--- src/rtl/alu_pkg.sv ---
// Shared opcode map and FSM state encoding for the ALU family.
// The combinational alu and the multi-cycle alu_mc both use it.
package alu_pkg;

    localparam logic [3:0] OP_AND   = 4'b0000;
    localparam logic [3:0] OP_OR    = 4'b0001;
    localparam logic [3:0] OP_ADD   = 4'b0010;
    localparam logic [3:0] OP_SUB   = 4'b0011;
    localparam logic [3:0] OP_XOR   = 4'b0100;
    localparam logic [3:0] OP_SLT   = 4'b0101;
    localparam logic [3:0] OP_SLTU  = 4'b0110;
    localparam logic [3:0] OP_SLL   = 4'b0111;
    localparam logic [3:0] OP_SRL   = 4'b1000;
    localparam logic [3:0] OP_SRA   = 4'b1001;
    localparam logic [3:0] OP_MUL   = 4'b1010;
    localparam logic [3:0] OP_MULHU = 4'b1011;

    typedef enum logic [1:0] {
        ST_IDLE = 2'd0,
        ST_MUL  = 2'd1,
        ST_HOLD = 2'd2
    } state_t;

    // Codes above MULHU are unassigned.
    function automatic logic is_illegal(input logic [3:0] op);
        return op > OP_MULHU;
    endfunction

    function automatic logic is_mul_op(input logic [3:0] op);
        return (op == OP_MUL) || (op == OP_MULHU);
    endfunction

endpackage

--- src/rtl/alu_mul_iter.sv ---
// Iterative shift-add multiplier: bit 0 of b is folded in on the start edge,
// then one multiplier bit per cycle; done marks the edge the counter reaches WIDTH-1.
module alu_mul_iter #(
    parameter int WIDTH = 32
) (
    input  logic                 clk,
    input  logic                 rst,
    input  logic                 start,
    input  logic [WIDTH-1:0]     a,
    input  logic [WIDTH-1:0]     b,
    output logic                 done,
    output logic [2*WIDTH-1:0]   product
);

    localparam int CW = $clog2(WIDTH);

    logic [2*WIDTH-1:0] mcand;
    logic [2*WIDTH-1:0] acc;
    logic [2*WIDTH-1:0] acc_next;
    logic [WIDTH-1:0]   mplier;
    logic [CW-1:0]      cnt;
    logic               busy;

    assign acc_next = acc + (mplier[0] ? mcand : '0);
    // product is the accumulator including the final partial, valid while done is high.
    assign product  = acc_next;
    assign done     = busy && (cnt == CW'(WIDTH - 2));

    always_ff @(posedge clk) begin
        if (rst) begin
            mcand  <= '0;
            acc    <= '0;
            mplier <= '0;
            cnt    <= '0;
            busy   <= 1'b0;
        end else if (start) begin
            mcand  <= {{WIDTH{1'b0}}, a} << 1;
            mplier <= b >> 1;
            acc    <= b[0] ? {{WIDTH{1'b0}}, a} : '0;
            cnt    <= '0;
            busy   <= 1'b1;
        end else if (busy) begin
            acc    <= acc_next;
            mcand  <= mcand << 1;
            mplier <= mplier >> 1;
            cnt    <= cnt + CW'(1);
            if (done) begin
                busy <= 1'b0;
            end
        end
    end

endmodule

--- src/rtl/alu_mc.sv ---
// Multi-cycle ALU with valid/ready handshakes: single-cycle ops complete on the
// accepting edge, MUL/MULHU run on the iterative multiplier; result held in HOLD.
module alu_mc
    import alu_pkg::*;
#(
    parameter int WIDTH = 32,
    parameter int SHW   = $clog2(WIDTH)
) (
    input  logic             clk,
    input  logic             rst,
    input  logic             in_valid,
    output logic             in_ready,
    input  logic [WIDTH-1:0] a,
    input  logic [WIDTH-1:0] b,
    input  logic [3:0]       sel,
    output logic             out_valid,
    input  logic             out_ready,
    output logic [WIDTH-1:0] out,
    output logic             zero,
    output logic             illegal
);

    state_t               state;
    logic                 mul_hi;
    logic                 accept;
    logic                 start_mul;
    logic                 mul_done;
    logic [2*WIDTH-1:0]   product;
    logic [WIDTH-1:0]     res;
    logic [WIDTH-1:0]     mul_res;
    logic [SHW-1:0]       shamt;

    assign in_ready  = !rst && ((state == ST_IDLE && !out_valid) || (out_valid && out_ready));
    assign accept    = in_valid && in_ready;
    assign start_mul = accept && is_mul_op(sel);
    assign shamt     = b[SHW-1:0];
    assign mul_res   = mul_hi ? product[2*WIDTH-1:WIDTH] : product[WIDTH-1:0];

    always_comb begin
        // NOTE: default assignment first so no path through the case leaves res unassigned (no latch).
        res = '0;
        case (sel)
            OP_AND:  res = a & b;
            OP_OR:   res = a | b;
            OP_ADD:  res = a + b;
            OP_SUB:  res = a - b;
            OP_XOR:  res = a ^ b;
            OP_SLT:  res = {{(WIDTH-1){1'b0}}, $signed(a) < $signed(b)};
            OP_SLTU: res = {{(WIDTH-1){1'b0}}, a < b};
            OP_SLL:  res = a << shamt;
            OP_SRL:  res = a >> shamt;
            OP_SRA:  res = $unsigned($signed(a) >>> shamt);
            default: res = '0;
        endcase
    end

    alu_mul_iter #(.WIDTH(WIDTH)) u_mul (
        .clk     (clk),
        .rst     (rst),
        .start   (start_mul),
        .a       (a),
        .b       (b),
        .done    (mul_done),
        .product (product)
    );

    always_ff @(posedge clk) begin
        if (rst) begin
            state     <= ST_IDLE;
            out       <= '0;
            zero      <= 1'b0;
            illegal   <= 1'b0;
            out_valid <= 1'b0;
            mul_hi    <= 1'b0;
        end else begin
            case (state)
                ST_IDLE, ST_HOLD: begin
                    if (accept) begin
                        if (is_mul_op(sel)) begin
                            // out keeps its old value; only out_valid drops until the product lands.
                            state     <= ST_MUL;
                            out_valid <= 1'b0;
                            mul_hi    <= (sel == OP_MULHU);
                        end else begin
                            state     <= ST_HOLD;
                            out       <= res;
                            zero      <= (res == '0);
                            illegal   <= is_illegal(sel);
                            out_valid <= 1'b1;
                        end
                    end else if (state == ST_HOLD && out_ready) begin
                        state     <= ST_IDLE;
                        out_valid <= 1'b0;
                    end
                end
                ST_MUL: begin
                    if (mul_done) begin
                        state     <= ST_HOLD;
                        out       <= mul_res;
                        zero      <= (mul_res == '0);
                        illegal   <= 1'b0;
                        out_valid <= 1'b1;
                    end
                end
                default: state <= ST_IDLE;
            endcase
        end
    end

endmodule

--- config.mk ---
export PLATFORM = sky130hd
export DESIGN_NAME = alu_mc
export DESIGN_NICKNAME = d
export VERILOG_FILES = /design/src/rtl/alu_pkg.sv /design/src/rtl/alu_mul_iter.sv /design/src/rtl/alu_mc.sv
export SDC_FILE = /design/constraint.sdc
export NUM_CORES = 1
export LEC_CHECK = 0
export BUFFER_PORTS_ARGS = -buffer_cell sky130_fd_sc_hd__buf_2
export CAP_MARGIN = 5
export CORE_UTILIZATION = 30
export CTS_BUF_LIST = sky130_fd_sc_hd__clkbuf_4
export DETAILED_ROUTE_END_ITERATION = 8
export PLACE_DENSITY_LB_ADDON = 0.2
export SLEW_MARGIN = 20
export SYNTH_ARGS = -nofsm -noshare
export SYNTH_HDL_FRONTEND = slang
export SYNTH_SLANG_ARGS = --single-unit
--- constraint.sdc ---
create_clock -name clk -period 5.9 [get_ports clk]
set_clock_uncertainty 0.1 [all_clocks]
set_input_delay 1.18 -clock clk [delete_from_list [all_inputs] [get_ports clk]]
set_output_delay 1.18 -clock clk [all_outputs]
set_load 0.01 [all_outputs]
==> run summary <==
The flow ran to the end, and the final reports show no timing, DRC or antenna violations. For the worst setup path, the data required time is 6.58 ns. Sequential elements use 17.56% of the synthesized area. By area the synthesized netlist is led by sky130_fd_sc_hd__dfxtp_1 18%, sky130_fd_sc_hd__ha_1 9.4%, sky130_fd_sc_hd__mux2i_1 8.2%. The run gives 0 as the number of hold buffers added after CTS.

The first detailed-routing pass took 8 iterations. The post-synthesis register bit count came out at 202. Once detail routing completed, the nets flagged for antenna violations numbered 0.

For this block, the routed nets add up to 114.2 mm of wire. In this run the static leakage power is 10.20 nW. The number of buffers on the longest clock path is 3, and the growth of design area from synthesis to finish is 11.12%. The count of clock tree sinks was 202. Core area: 75,950 um2.

The area fraction in compound gates after synthesis was 27.70%. The wire length of the first global-routing pass came out at 164.7 mm. For this run, design rule violations remaining after detail routing come to 0. Most frequently used flop master after synthesis: sky130_fd_sc_hd__dfxtp_1. The count of mapped cells out of synthesis came out at 3,111. The mean area per synthesized cell is 7.402 um2. Data arrives at the worst endpoint at 6.07 ns.

The routability congestion estimate came out at 1.093. Of all nets on the critical path, the largest fanout is 21. The overall overflow remaining after global route is 0, and the clock transition at the register clock pins on the worst setup and hold paths after CTS is 0.06 ns. The run gives 3,406 as the number of nets in the finished design. The Yosys step of the flow raised 0 warnings. The tools report the startpoint class of the critical path as a flip-flop. The finished cells cover 25,590 um2.

The height of the die works out to 279.1 um. The startpoint identified for the worst register-to-register timing path is u_mul.mplier[0]. The run gives 23,030 um2 as the cell area after synthesis. The worst hold path begins at out[0]. TritonCTS built the clock tree. Gates resized during post-CTS repair numbered 0. Setup repair after global routing left no endpoint under its margin. The post-place instance area is 24,840 um2, and the mux contribution to synthesized area is 13.94%. In the finished design, the share of the clock period the worst path needs comes to 91.29%. Measured in cells, the most critical reg-to-reg path has a length of 17. At the placement stage, the worst setup path has a slack of 0.2389 ns. Entering global routing, the biggest net connects 103 pins. The number of rows in the core area is 101. Derived from the worst setup path, the maximum achievable clock frequency is 0.1857 GHz. After routing, the total negative slack on setup checks comes to 0 ns. Summing the areas of all and, or, nand and nor instances in the mapped netlist gives 22.17% of the synthesized area.

Most area-hungry cell type in the Yosys netlist: sky130_fd_sc_hd__dfxtp_1. Once the floorplan was initialized, standard cells occupied 30.32% of the core. The number of pins with negative max-slew slack in the final report is 0, and the via count of the first global-routing pass is 23,510.

Actual slew at the worst max-slew pin: 1.036 ns. The number of design-rule violations left by the first detailed-router iteration is 3,422. After layout, the worst setup slack is 0.5136 ns.

In this run the tightest slew margin relative to its limit is 30.97%. Traced cell by cell, the critical path runs through buf_4 > and2_1 > ha_1 > a21oi_1 > o21ai_0 > a41o_1 > a21oi_1 > o21ai_1 > buf_4 > xor2_1 > a21oi_1 > nand4_1 > or4_1 > nor4_1 > buf_4 > nand4_1 > nand3_1. The number of hold violations in the final report was 0.

The worst hold path was traced through 2 stages. The synthesized netlist devotes 9.661% of its cell area to adder and majority cells. Max-cap violations in this run came to 0. The die covers 77,870 um2.

Port buffering added 107 buffers. CTS placed an instance of sky130_fd_sc_hd__clkbuf_4 at the clock tree root. The die is 279.1 um wide. The global router's overall resource usage came out at 28.38%. In the final routed layout, each cell accounts on average for 26.95 um. The netlist uses 103 different library cells. The fraction of synthesis flops using an asynchronous set or reset pin came out at 0%.

The timing startpoint of the critical path was u_mul.mplier[0]. The vias per cell is 6.029, and the longest individual stage delay on the worst path is 0.68 ns. STA classifies the critical path endpoint as a flip-flop. Across the VDD grid, the largest voltage drop is 0.0001017 V. The clock insertion delay at the later pin of the skew report is 0.86 ns. After synthesis, the largest family of logic cells by area is compound AO/OA/AOI/OAI gates.

The synthesized netlist devotes 2.434% of its cell area to XOR and XNOR gates. Post-CTS timing repair inserted 0 buffers for setup. Minimum clock period: 5.386 ns. The worst setup path category is flip-flop to flip-flop. When the netlist entered floorplanning its net count stood at 3,359. The tightest min-delay check is of the flip-flop to flip-flop type.

The tools report the count of vias placed by the detailed router as 25,550. Number of levels the H-tree was split into: 2. The share of layout cells above drive strength 1 was 13.92%. The post-detailed-placement half-perimeter wirelength is 88.62 mm, and the final number of setup-violating endpoints is 0.

The number of antenna violations at the first check in global routing was 10. Power spread over the standard cell area amounts to 161.8 nW/um2. The number of clock buffers inserted by TritonCTS was 61. Library cell contributing the largest single delay on the critical path: sky130_fd_sc_hd__dfxtp_2. The number of primary I/O pins is 108. Yosys instantiated no cell more often than sky130_fd_sc_hd__nor2_1. The commonest cells after synthesis are 365 x sky130_fd_sc_hd__nor2_1, 277 x sky130_fd_sc_hd__nand2_1, 266 x sky130_fd_sc_hd__a21oi_1. In this run, synthesis inferred 0 flip-flops with an integrated enable.

The area share of the largest cell type after synthesis is 17.56%.
cell families (layout without fill, tap and decap cells):
logic type	Yosys count	after routing
buf+inv	376	469
xor+xnor	64	64
simple gates	1081	1081
fa+ha+maj	176	176
other cells	0	4
flops	202	202
mux	266	266
compound gates	946	946
sequential cells by signal (all words and copies together), names as in the netlist:
name,cells
u_mul.acc,64
u_mul.mcand,63
out,32
u_mul.mplier,31
u_mul.cnt,5
state,2
illegal,1
mul_hi,1
out_valid,1
u_mul.busy,1
zero,1
final timing paths:
path / endpoint / slack (ns)
worst max-delay path: zero / 0.51
worst min-delay path: out[0] / 0.35
worst max register to register: zero / 0.51
worst min register to register: out[0] / 0.35
through the flow:
step | utilization, % | std cells | power [W] | hold WS [ns]
final | 33.69 | 4238 | 0.004141 | 0.3490
after global routing | 33.69 | 4237 | 0.004326 | 0.3616
after CTS | 33.68 | 4234 | 0.004134 | 0.3516
after detailed placement | 32.70 | 4125 | 0.002727 | 0.3419
after global placement | 32.70 | 4125 | 0.002743 | 0.3399
after floorplan | - | 3111 | 0.002219 | 0.3366
report_power, final:
group / internal, W / leakage (nW) / total (W) / switching [W]
Sequential: 0.00139 / 1.63 / 0.00142 / 0.0000255
Clock: 0.000668 / 0.438 / 0.00138 / 0.000711
Combinational: 0.000435 / 8.13 / 0.00134 / 0.000909
Total: 0.00250 / 10.2 / 0.00414 / 0.00165
worst max-delay path: cells and delay by family (launching register included):
family	cells	cell delay (ns)
flip-flops	1	0.68
buffers and inverters	3	0.72
XOR/XNOR	1	0.19
adder cells (fa/ha/maj)	1	0.29
AO/OA/AOI/OAI	6	1.78
AND/OR/NAND/NOR	6	1.53
layer usage:
metal / part of all wire [%] / track usage [%] / wire length (um)
met5: 0.042 / 0 / 48
met4: 4.6 / 12.31 / 5233
met1: 45 / 40.76 / 51160
met3: 12 / 8.234 / 13320
met2: 39 / 38.52 / 44460
layout by cell type, fill, tap and decap left out, drive strengths merged, types with 12 or more instances in the layout:
cell     count
nand2b      26
a211o       12
o211ai      51
and3        16
xnor2       35
xor2        29
o21ai      144
mux2        37
nor3        53
dfxtp      202
a21oi      268
o2111ai     17
a31oi       30
and2        93
a22oi       14
nand3       78
a211oi     135
ha         173
o221ai      25
nor3b       12
nor2b       27
nor2       366
mux4        40
or3         26
a221oi      25
o21bai      18
a21o        47
nor4        21
o21a        19
mux2i      189
o22ai       14
clkbuf      86
inv        134
clkinv      23
nand2      277
nand4       39
or2         13
buf        225
final cells by class:
| type | instances | area, um2 |
|---|---|---|
| Sequential cell | 202 | 4050 |
| Clock inverter | 23 | 97.59 |
| Tap cell | 1030 | 1289 |
| Clock buffer | 86 | 645.6 |
| Multi-Input combinational cell | 2533 | 17510 |
| Antenna cell | 4 | 10.01 |
| Fill cell | 8263 | 50360 |
| Inverter | 135 | 506.7 |
| Timing Repair Buffer | 225 | 1476 |
Note: power is estimated with default switching activity, not from simulation.
